## config.mk

```make
export PLATFORM = sky130hd
export DESIGN_NAME = alu_mdu_seq
export DESIGN_NICKNAME = d
export VERILOG_FILES = /design/src/rtl/riscv_alu_defs.sv /design/src/rtl/mdu_iter.sv /design/src/rtl/alu_mdu_seq.sv
export SDC_FILE = /design/constraint.sdc
export NUM_CORES = 1
export LEC_CHECK = 0
export CAP_MARGIN = 20
export CORE_MARGIN = 1.5
export CORE_UTILIZATION = 40
export CTS_BUF_LIST = sky130_fd_sc_hd__clkbuf_4
export DETAILED_ROUTE_END_ITERATION = 10
export HOLD_SLACK_MARGIN = 0.1
export PLACE_DENSITY = 0.57
export SLEW_MARGIN = 20
export SYNTH_ARGS = -nofsm -noshare
export SYNTH_HDL_FRONTEND = slang
export SYNTH_SLANG_ARGS = --single-unit
```

## constraint.sdc

```tcl
create_clock -name clk -period 10.8 [get_ports clk]
set_clock_uncertainty 0.2 [all_clocks]
set_input_delay 1.62 -clock clk [delete_from_list [all_inputs] [get_ports clk]]
set_output_delay 1.62 -clock clk [all_outputs]
set_load 0.02 [all_outputs]
```

## src/rtl/riscv_alu_defs.sv

```systemverilog
// ---------------------------------------------------------------------------
// riscv_alu_defs
// Shared definitions for the RV32IM execute-stage ALU and its iterative
// multiply/divide core: aluOp codes from decode, funct3 codes for the integer,
// branch and M-extension groups, and the multiply/divide FSM state encoding.
// No ports (package).
// ---------------------------------------------------------------------------
package riscv_alu_defs;

    // aluOp codes produced by decode
    localparam logic [2:0] ALUOP_ADD    = 3'b000;
    localparam logic [2:0] ALUOP_BRANCH = 3'b001;
    localparam logic [2:0] ALUOP_RTYPE  = 3'b010;
    localparam logic [2:0] ALUOP_ITYPE  = 3'b011;
    localparam logic [2:0] ALUOP_MEXT   = 3'b100;

    // funct3 codes for integer register/immediate operations
    localparam logic [2:0] F3_ADD  = 3'b000;
    localparam logic [2:0] F3_SLL  = 3'b001;
    localparam logic [2:0] F3_SLT  = 3'b010;
    localparam logic [2:0] F3_SLTU = 3'b011;
    localparam logic [2:0] F3_XOR  = 3'b100;
    localparam logic [2:0] F3_SR   = 3'b101;
    localparam logic [2:0] F3_OR   = 3'b110;
    localparam logic [2:0] F3_AND  = 3'b111;

    // funct3 codes for branch compare
    localparam logic [2:0] BR_EQ  = 3'b000;
    localparam logic [2:0] BR_NE  = 3'b001;
    localparam logic [2:0] BR_LT  = 3'b100;
    localparam logic [2:0] BR_GE  = 3'b101;
    localparam logic [2:0] BR_LTU = 3'b110;
    localparam logic [2:0] BR_GEU = 3'b111;

    // funct3 codes for the M extension
    localparam logic [2:0] M_MUL    = 3'b000;
    localparam logic [2:0] M_MULH   = 3'b001;
    localparam logic [2:0] M_MULHSU = 3'b010;
    localparam logic [2:0] M_MULHU  = 3'b011;
    localparam logic [2:0] M_DIV    = 3'b100;
    localparam logic [2:0] M_DIVU   = 3'b101;
    localparam logic [2:0] M_REM    = 3'b110;
    localparam logic [2:0] M_REMU   = 3'b111;

    // Multiply/divide sequencer states
    typedef enum logic [1:0] {
        MDU_IDLE = 2'b00,
        MDU_CALC = 2'b01,
        MDU_FIX  = 2'b10,
        MDU_DONE = 2'b11
    } mduState_e;

    // All M-extension divide/remainder ops have funct3[2] set
    function automatic logic isDivOp(input logic [2:0] f3);
        return f3[2];
    endfunction

endpackage

```

## src/rtl/mdu_iter.sv

```systemverilog
// ---------------------------------------------------------------------------
// mdu_iter
// Iterative RV32M multiply/divide core. Operands are reduced to magnitudes on
// start, one bit is processed per cycle (shift-add multiply, restoring
// divide) for WIDTH cycles, then signs are restored in FIX where the result
// is presented combinationally until the parent acknowledges it.
// Ports:
//   clk, rst_n     clock, async active-low reset
//   i_flush        synchronous abort back to idle
//   i_start        begin an operation (only honoured in idle)
//   i_op           M-extension funct3
//   i_a, i_b       operands (rs1, rs2)
//   i_ack          parent has captured o_result
//   o_idle         sequencer idle, ready for a new start
//   o_busy         calculating or fixing up
//   o_done         o_result valid this cycle
//   o_result       final result
// ---------------------------------------------------------------------------
module mdu_iter
    import riscv_alu_defs::*;
#(
    parameter int WIDTH = 32
)
(
    input  logic             clk,
    input  logic             rst_n,
    input  logic             i_flush,
    input  logic             i_start,
    input  logic [2:0]       i_op,
    input  logic [WIDTH-1:0] i_a,
    input  logic [WIDTH-1:0] i_b,
    input  logic             i_ack,
    output logic             o_idle,
    output logic             o_busy,
    output logic             o_done,
    output logic [WIDTH-1:0] o_result
);

    localparam int SHW = $clog2(WIDTH);
    localparam logic [SHW-1:0] LAST_ITER = SHW'(WIDTH - 1);

    mduState_e        r_state;
    mduState_e        w_nextState;

    logic [2:0]       r_op;
    logic [WIDTH-1:0] r_hi;
    logic [WIDTH-1:0] r_lo;
    logic [WIDTH-1:0] r_opB;
    logic [SHW-1:0]   r_count;
    logic             r_aNeg;
    logic             r_bNeg;
    logic             r_bZero;

    logic             w_aSigned;
    logic             w_bSigned;
    logic             w_aNeg;
    logic             w_bNeg;
    logic [WIDTH-1:0] w_aMag;
    logic [WIDTH-1:0] w_bMag;
    logic [WIDTH:0]   w_mulSum;
    logic [WIDTH:0]   w_divShift;
    logic [WIDTH:0]   w_divDiff;
    logic [2*WIDTH-1:0] w_prod;
    logic [2*WIDTH-1:0] w_prodFix;
    logic [WIDTH-1:0] w_quot;
    logic [WIDTH-1:0] w_rem;

    // Which operands are treated as signed depends on the op; mulhsu only
    // sign-extends rs1. Magnitudes are what the iteration works on.
    assign w_aSigned = (i_op == M_MULH) || (i_op == M_MULHSU) ||
                       (i_op == M_DIV)  || (i_op == M_REM);
    assign w_bSigned = (i_op == M_MULH) || (i_op == M_DIV) || (i_op == M_REM);
    assign w_aNeg    = w_aSigned & i_a[WIDTH-1];
    assign w_bNeg    = w_bSigned & i_b[WIDTH-1];
    assign w_aMag    = w_aNeg ? (-i_a) : i_a;
    assign w_bMag    = w_bNeg ? (-i_b) : i_b;

    // One multiply step adds the multiplicand into the high half when the
    // current multiplier LSB is set, then the whole {hi,lo} pair shifts right.
    // One divide step shifts the next dividend bit into the partial
    // remainder and keeps the subtraction only if it did not go negative.
    assign w_mulSum   = {1'b0, r_hi} + (r_lo[0] ? {1'b0, r_opB} : '0);
    assign w_divShift = {r_hi, r_lo[WIDTH-1]};
    assign w_divDiff  = w_divShift - {1'b0, r_opB};

    // Sign restoration. A zero divisor leaves an all-ones quotient that must
    // not be negated; the remainder is then |A| and its fixup yields A.
    // The most-negative / -1 overflow falls out naturally from the magnitudes.
    assign w_prod    = {r_hi, r_lo};
    assign w_prodFix = (r_aNeg ^ r_bNeg) ? (-w_prod) : w_prod;
    assign w_quot    = r_bZero ? '1 : ((r_aNeg ^ r_bNeg) ? (-r_lo) : r_lo);
    assign w_rem     = r_aNeg ? (-r_hi) : r_hi;

    // Result selection, presented while in FIX
    always_comb begin
        o_result = '0;
        case (r_op)
            M_MUL:                     o_result = w_prodFix[WIDTH-1:0];
            M_MULH, M_MULHSU, M_MULHU: o_result = w_prodFix[2*WIDTH-1:WIDTH];
            M_DIV, M_DIVU:             o_result = w_quot;
            default:                   o_result = w_rem;
        endcase
    end

    // State register
    always_ff @(posedge clk or negedge rst_n) begin
        if (!rst_n) begin
            r_state <= MDU_IDLE;
        end else begin
            r_state <= w_nextState;
        end
    end

    // Next-state logic; a flush always drops back to idle. FIX holds until
    // the parent can take the result so nothing is ever lost.
    always_comb begin
        w_nextState = r_state;
        case (r_state)
            MDU_IDLE: if (i_start) w_nextState = MDU_CALC;
            MDU_CALC: if (r_count == LAST_ITER) w_nextState = MDU_FIX;
            MDU_FIX:  if (i_ack) w_nextState = MDU_DONE;
            default:  w_nextState = MDU_IDLE;
        endcase
        if (i_flush) begin
            w_nextState = MDU_IDLE;
        end
    end

    assign o_idle = (r_state == MDU_IDLE);
    assign o_busy = (r_state == MDU_CALC) || (r_state == MDU_FIX);
    assign o_done = (r_state == MDU_FIX);

    // Datapath: capture magnitudes on start, iterate one bit per CALC cycle
    always_ff @(posedge clk or negedge rst_n) begin
        if (!rst_n) begin
            r_op    <= '0;
            r_hi    <= '0;
            r_lo    <= '0;
            r_opB   <= '0;
            r_count <= '0;
            r_aNeg  <= 1'b0;
            r_bNeg  <= 1'b0;
            r_bZero <= 1'b0;
        end else if (r_state == MDU_IDLE && i_start && !i_flush) begin
            r_op    <= i_op;
            r_hi    <= '0;
            r_lo    <= w_aMag;
            r_opB   <= w_bMag;
            r_count <= '0;
            r_aNeg  <= w_aNeg;
            r_bNeg  <= w_bNeg;
            r_bZero <= (i_b == '0);
        end else if (r_state == MDU_CALC) begin
            r_count <= r_count + 1'b1;
            if (isDivOp(r_op)) begin
                if (!w_divDiff[WIDTH]) begin
                    r_hi <= w_divDiff[WIDTH-1:0];
                    r_lo <= {r_lo[WIDTH-2:0], 1'b1};
                end else begin
                    r_hi <= w_divShift[WIDTH-1:0];
                    r_lo <= {r_lo[WIDTH-2:0], 1'b0};
                end
            end else begin
                r_hi <= w_mulSum[WIDTH:1];
                r_lo <= {w_mulSum[0], r_lo[WIDTH-1:1]};
            end
        end
    end

endmodule

```

## src/rtl/alu_mdu_seq.sv

```systemverilog
// ---------------------------------------------------------------------------
// alu_mdu_seq
// RV32IM execute-stage ALU. Single-cycle integer ops and branch compare are
// computed combinationally and captured in the output register; M-extension
// ops are handed to mdu_iter. The output register decouples writeback
// stalls from issue via valid/ready on both sides.
// Ports:
//   clk, rst_n      clock, async active-low reset
//   flush           synchronous pipeline kill
//   inValid/inReady issue handshake
//   dataA, dataB    operands
//   func            {funct7[5], funct3}
//   aluOp           operation group
//   outValid/outReady writeback handshake
//   aluResult       registered result
//   branchFromAlu   registered branch-taken flag
//   busy            multiply/divide in progress
// ---------------------------------------------------------------------------
module alu_mdu_seq
    import riscv_alu_defs::*;
#(
    parameter int WIDTH = 32
)
(
    input  logic             clk,
    input  logic             rst_n,
    input  logic             flush,
    input  logic             inValid,
    output logic             inReady,
    input  logic [WIDTH-1:0] dataA,
    input  logic [WIDTH-1:0] dataB,
    input  logic [3:0]       func,
    input  logic [2:0]       aluOp,
    output logic             outValid,
    input  logic             outReady,
    output logic [WIDTH-1:0] aluResult,
    output logic             branchFromAlu,
    output logic             busy
);

    localparam int SHW = $clog2(WIDTH);

    logic             r_outValid;
    logic [WIDTH-1:0] r_aluResult;
    logic             r_branch;

    logic             w_outFree;
    logic             w_accept;
    logic             w_singleLoad;
    logic             w_mduStart;
    logic             w_mduAck;
    logic             w_mduIdle;
    logic             w_mduBusy;
    logic             w_mduDone;
    logic [WIDTH-1:0] w_mduResult;

    logic [SHW-1:0]   w_shamt;
    logic [WIDTH-1:0] w_sum;
    logic [WIDTH-1:0] w_diff;
    logic             w_lt;
    logic             w_ltu;
    logic [WIDTH-1:0] w_aluResult;
    logic             w_branch;

    // Handshake: accept only when the sequencer is idle and the output
    // register is empty or being drained; flush blocks acceptance outright.
    assign w_outFree    = !r_outValid || outReady;
    assign inReady      = w_mduIdle && w_outFree && !flush;
    assign w_accept     = inValid && inReady;
    assign w_mduStart   = w_accept && (aluOp == ALUOP_MEXT);
    assign w_singleLoad = w_accept && (aluOp != ALUOP_MEXT);
    assign w_mduAck     = w_mduDone && w_outFree && !flush;

    assign w_shamt = dataB[SHW-1:0];
    assign w_sum   = dataA + dataB;
    assign w_diff  = dataA - dataB;
    assign w_lt    = $signed(dataA) < $signed(dataB);
    assign w_ltu   = dataA < dataB;

    // Single-cycle datapath and branch compare. Anything undecoded yields a
    // zero result and no branch so it still completes in one cycle.
    // funct7[5] selects sub only for register adds; immediates use it only
    // to pick arithmetic right shift.
    always_comb begin
        w_aluResult = '0;
        w_branch    = 1'b0;
        case (aluOp)
            ALUOP_ADD: w_aluResult = w_sum;
            ALUOP_BRANCH: begin
                w_aluResult = w_diff;
                case (func[2:0])
                    BR_EQ:   w_branch = (dataA == dataB);
                    BR_NE:   w_branch = (dataA != dataB);
                    BR_LT:   w_branch = w_lt;
                    BR_GE:   w_branch = !w_lt;
                    BR_LTU:  w_branch = w_ltu;
                    BR_GEU:  w_branch = !w_ltu;
                    default: w_branch = 1'b0;
                endcase
            end
            ALUOP_RTYPE, ALUOP_ITYPE: begin
                case (func[2:0])
                    F3_ADD:  w_aluResult = (aluOp == ALUOP_RTYPE && func[3]) ? w_diff : w_sum;
                    F3_SLL:  w_aluResult = dataA << w_shamt;
                    F3_SLT:  w_aluResult = {{(WIDTH-1){1'b0}}, w_lt};
                    F3_SLTU: w_aluResult = {{(WIDTH-1){1'b0}}, w_ltu};
                    F3_XOR:  w_aluResult = dataA ^ dataB;
                    F3_SR:   w_aluResult = func[3] ? WIDTH'($signed(dataA) >>> w_shamt)
                                                   : (dataA >> w_shamt);
                    F3_OR:   w_aluResult = dataA | dataB;
                    default: w_aluResult = dataA & dataB;
                endcase
            end
            default: begin
                w_aluResult = '0;
                w_branch    = 1'b0;
            end
        endcase
    end

    mdu_iter #(
        .WIDTH(WIDTH)
    ) u_mduIter (
        .clk      (clk),
        .rst_n    (rst_n),
        .i_flush  (flush),
        .i_start  (w_mduStart),
        .i_op     (func[2:0]),
        .i_a      (dataA),
        .i_b      (dataB),
        .i_ack    (w_mduAck),
        .o_idle   (w_mduIdle),
        .o_busy   (w_mduBusy),
        .o_done   (w_mduDone),
        .o_result (w_mduResult)
    );

    // Output register: holds until consumed; flush wins over everything.
    // A single-cycle load and a multiply/divide completion can never
    // coincide because accept requires the sequencer to be idle.
    always_ff @(posedge clk or negedge rst_n) begin
        if (!rst_n) begin
            r_outValid  <= 1'b0;
            r_aluResult <= '0;
            r_branch    <= 1'b0;
        end else if (flush) begin
            r_outValid <= 1'b0;
        end else if (w_singleLoad) begin
            r_outValid  <= 1'b1;
            r_aluResult <= w_aluResult;
            r_branch    <= w_branch;
        end else if (w_mduAck) begin
            r_outValid  <= 1'b1;
            r_aluResult <= w_mduResult;
            r_branch    <= 1'b0;
        end else if (r_outValid && outReady) begin
            r_outValid <= 1'b0;
        end
    end

    assign outValid      = r_outValid;
    assign aluResult     = r_aluResult;
    assign branchFromAlu = r_branch;
    assign busy          = w_mduBusy;

endmodule

```

==> results.cfg <==
[status]
status = finished clean

[job]
maxCapViolations = 0

[yosys]
ys.flop_type = dfrtp_1
synth_nets = 3396
yosysUniqueCellTypes = 89
seq_area_frac_synth_pct = 15.4
synth_edf_count = 0
ys_seq_elements = 143
synth.avg_cell_area_um2 = 7.38
netlist_area_um2 = 23200
syn-instance-count = 3145
ys_top_cells_by_count = o21ai_0 (304), a21oi_1 (293), nor2_1 (291)
synth_area_leaders = dfrtp_1 (15%), ha_1 (9.2%), o21ai_0 (6.6%)
yosys_warnings = 0
synth_top_area_share_pct = 15.4
yosysMostFrequentCell = o21ai_0
yosys.area.top_type = dfrtp_1
async_reset_ff_share_pct = 100

[pwr]
peakVddDrop_mv = 0.130
leakage_nw = 9.96
power_density_nw_per_um2 = 224
finalPower_mw = 5.61

[floorplan]
core-area_um2 = 57500
ios = 112
num_rows = 88
start_util_pct = 40.4
chipHeight_um = 244
die_w_um = 244
die_area_um2 = 59500

[placement]
gp_congestion = 1.01
port_buffers = 111
hpwl_mm = 86.3

[cts]
post-cts-setup-buffer-count = 0
clockBufferDepth = 2
clockRootBuffer = clkbuf_4
cts.htree.levels = 4
cts_buffers = 17
cts_tree = built
cts_sinks = 143
worstSkewPairLatency_ps = 750
cts_resized = 0
clkTransAtPathRegs_ps = 140
hold_buffers = 0

[routing]
dr.pass1.iters = 5
vias = 25500
remaining_drc_errors = 0
drtIter0Drc = 3005
viasPerCell = 6.60
routed_wl_mm = 112
wl_per_cell_um = 28.9
antenna_left = 0

[sta]
rsz0062_at_grt = no
fin_crit_sh_pct = 53.6
slew_headroom_pct = 17.1
fin_setup_tns_ps = 0
hold_violations = 0
slew_violations = 0
worst_pin_slew_ps = 1240
clock.fmax_mhz = 173
setup_violations = 0
fin_crit_ps = 5790

[layout]
drive_above_1_share_pct = 7.05
seq_area_um2 = 3580
synthToLayoutAreaGrowth_pct = 7.91
fill_cells = 6054
multi_input_area_um2 = 18100
fin_nets = 3333

[global_routing]
gr-total-overflow = 0
grt_pass1_wl_mm = 164
grt_use_total_pct = 36.9
grt_pass1_vias = 24000
grt_max_degree = 82
antenna_found_initial = 7

[critical_path]
cp-start-kind = input port
worstPathRequired_ps = 11230
endpoint_kind = flop
cp_max_fo = 13
criticalPathCategory = input port to flop
crit_arrival_ps = 6220

[min_path]
hold_path_class = flop to flop
[final cells by class]
class | instances | share of cell area, %
multi-input combinational | 2587 | 72.2
sequential | 143 | 14.3
timing repair buffer | 171 | 6.16
tap | 765 | 3.82
inverter | 162 | 2.43
clock buffer | 23 | 0.689
clock inverter | 7 | 0.360
antenna | 2 | 0.0200
[metal layers]
metal  routed length [µm]  global-route usage (%)  up-vias
met3                 8370                    5.73      242
li1                     -                       -    11500
met1                46400                    48.3    12500
met2                51300                    59.5     1244
met4                 5590                    17.0        2
met5                   14                       0        -
[final timing paths]
kind	startpoint	end	slack, ps	cells past startpoint
setup / recovery	dataA[9]	aluResult[31]	5010	13
hold reg to reg	u_mduIter.r_opB[10]	u_mduIter.r_opB[10]	290	2
setup reg to reg	u_mduIter.r_lo[31]	u_mduIter.r_hi[26]	5460	14
hold / removal	u_mduIter.r_opB[10]	u_mduIter.r_opB[10]	290	2
max in group asynchronous	rst_n	u_mduIter.r_op[2]	8150	2
min in group asynchronous	rst_n	aluResult[7]	730	1
[stage by stage]
step	std cells	setup WS, ps	util, %	hold WS, ps	cell area [µm²]
after floorplan	3145	4920	-	250	23200
after global placement	3828	4520	43.1	267	24800
after detailed placement	3828	4420	43.1	271	24800
after CTS	3858	5230	43.6	298	25000
after global routing	3860	4890	43.6	332	25000
final	3860	5010	43.6	289	25000
[cells in the final DEF (no fill, tap or decap), types with 62 or more instances in the layout]
| cell type | n |
|---|---|
| o21ai_0 | 304 |
| buf_4 | 62 |
| xnor2_1 | 172 |
| mux4_2 | 66 |
| dfrtp_1 | 142 |
| mux2i_1 | 77 |
| clkdlybuf4s50_1 | 105 |
| nor2_1 | 288 |
| xor2_1 | 70 |
| a21oi_1 | 292 |
| ha_1 | 170 |
| inv_1 | 157 |
| nand2_1 | 280 |
| o211ai_1 | 69 |
[power breakdown]
part | switching [mW] | internal [mW] | total (mW)
clock network | 0.226 | 0.149 | 0.375
registers | 0.467 | 0.766 | 1.23
logic | 2.42 | 1.58 | 4.00
total | 3.11 | 2.50 | 5.61
[critical path, cell delays in order]
cell and delay [ps]:
clkdlybuf4s50_1 890, inv_1 200, ha_1 620, and3_1 260
nand4_1 150, o21ai_0 840, a22oi_1 250, buf_4 250
o31ai_1 430, o21ai_0 130, a22oi_1 240, mux2i_1 210
o211ai_1 100
[state kept, by name, indices dropped and copies added (netlist names)]
register and flops:
u_mduIter.r_lo 32, u_mduIter.r_bZero 1, u_mduIter.r_state 2, branchFromAlu 1, outValid 1, u_mduIter.r_count 5, u_mduIter.r_opB 32, u_mduIter.r_op 3
aluResult 32, u_mduIter.r_hi 32, u_mduIter.r_bNeg 1, u_mduIter.r_aNeg 1
[logic make-up after synthesis]
kind of cell    Yosys count  share of synthesized area, %
xor+xnor                244                          9.21
mux                     155                          10.3
simple gates            886                          17.4
fa+ha+maj               175                          9.56
flops                   143                          15.4
buf+inv                 415                          6.94
compound gates         1127                          31.1
Note: power is estimated with default switching activity, not from simulation.
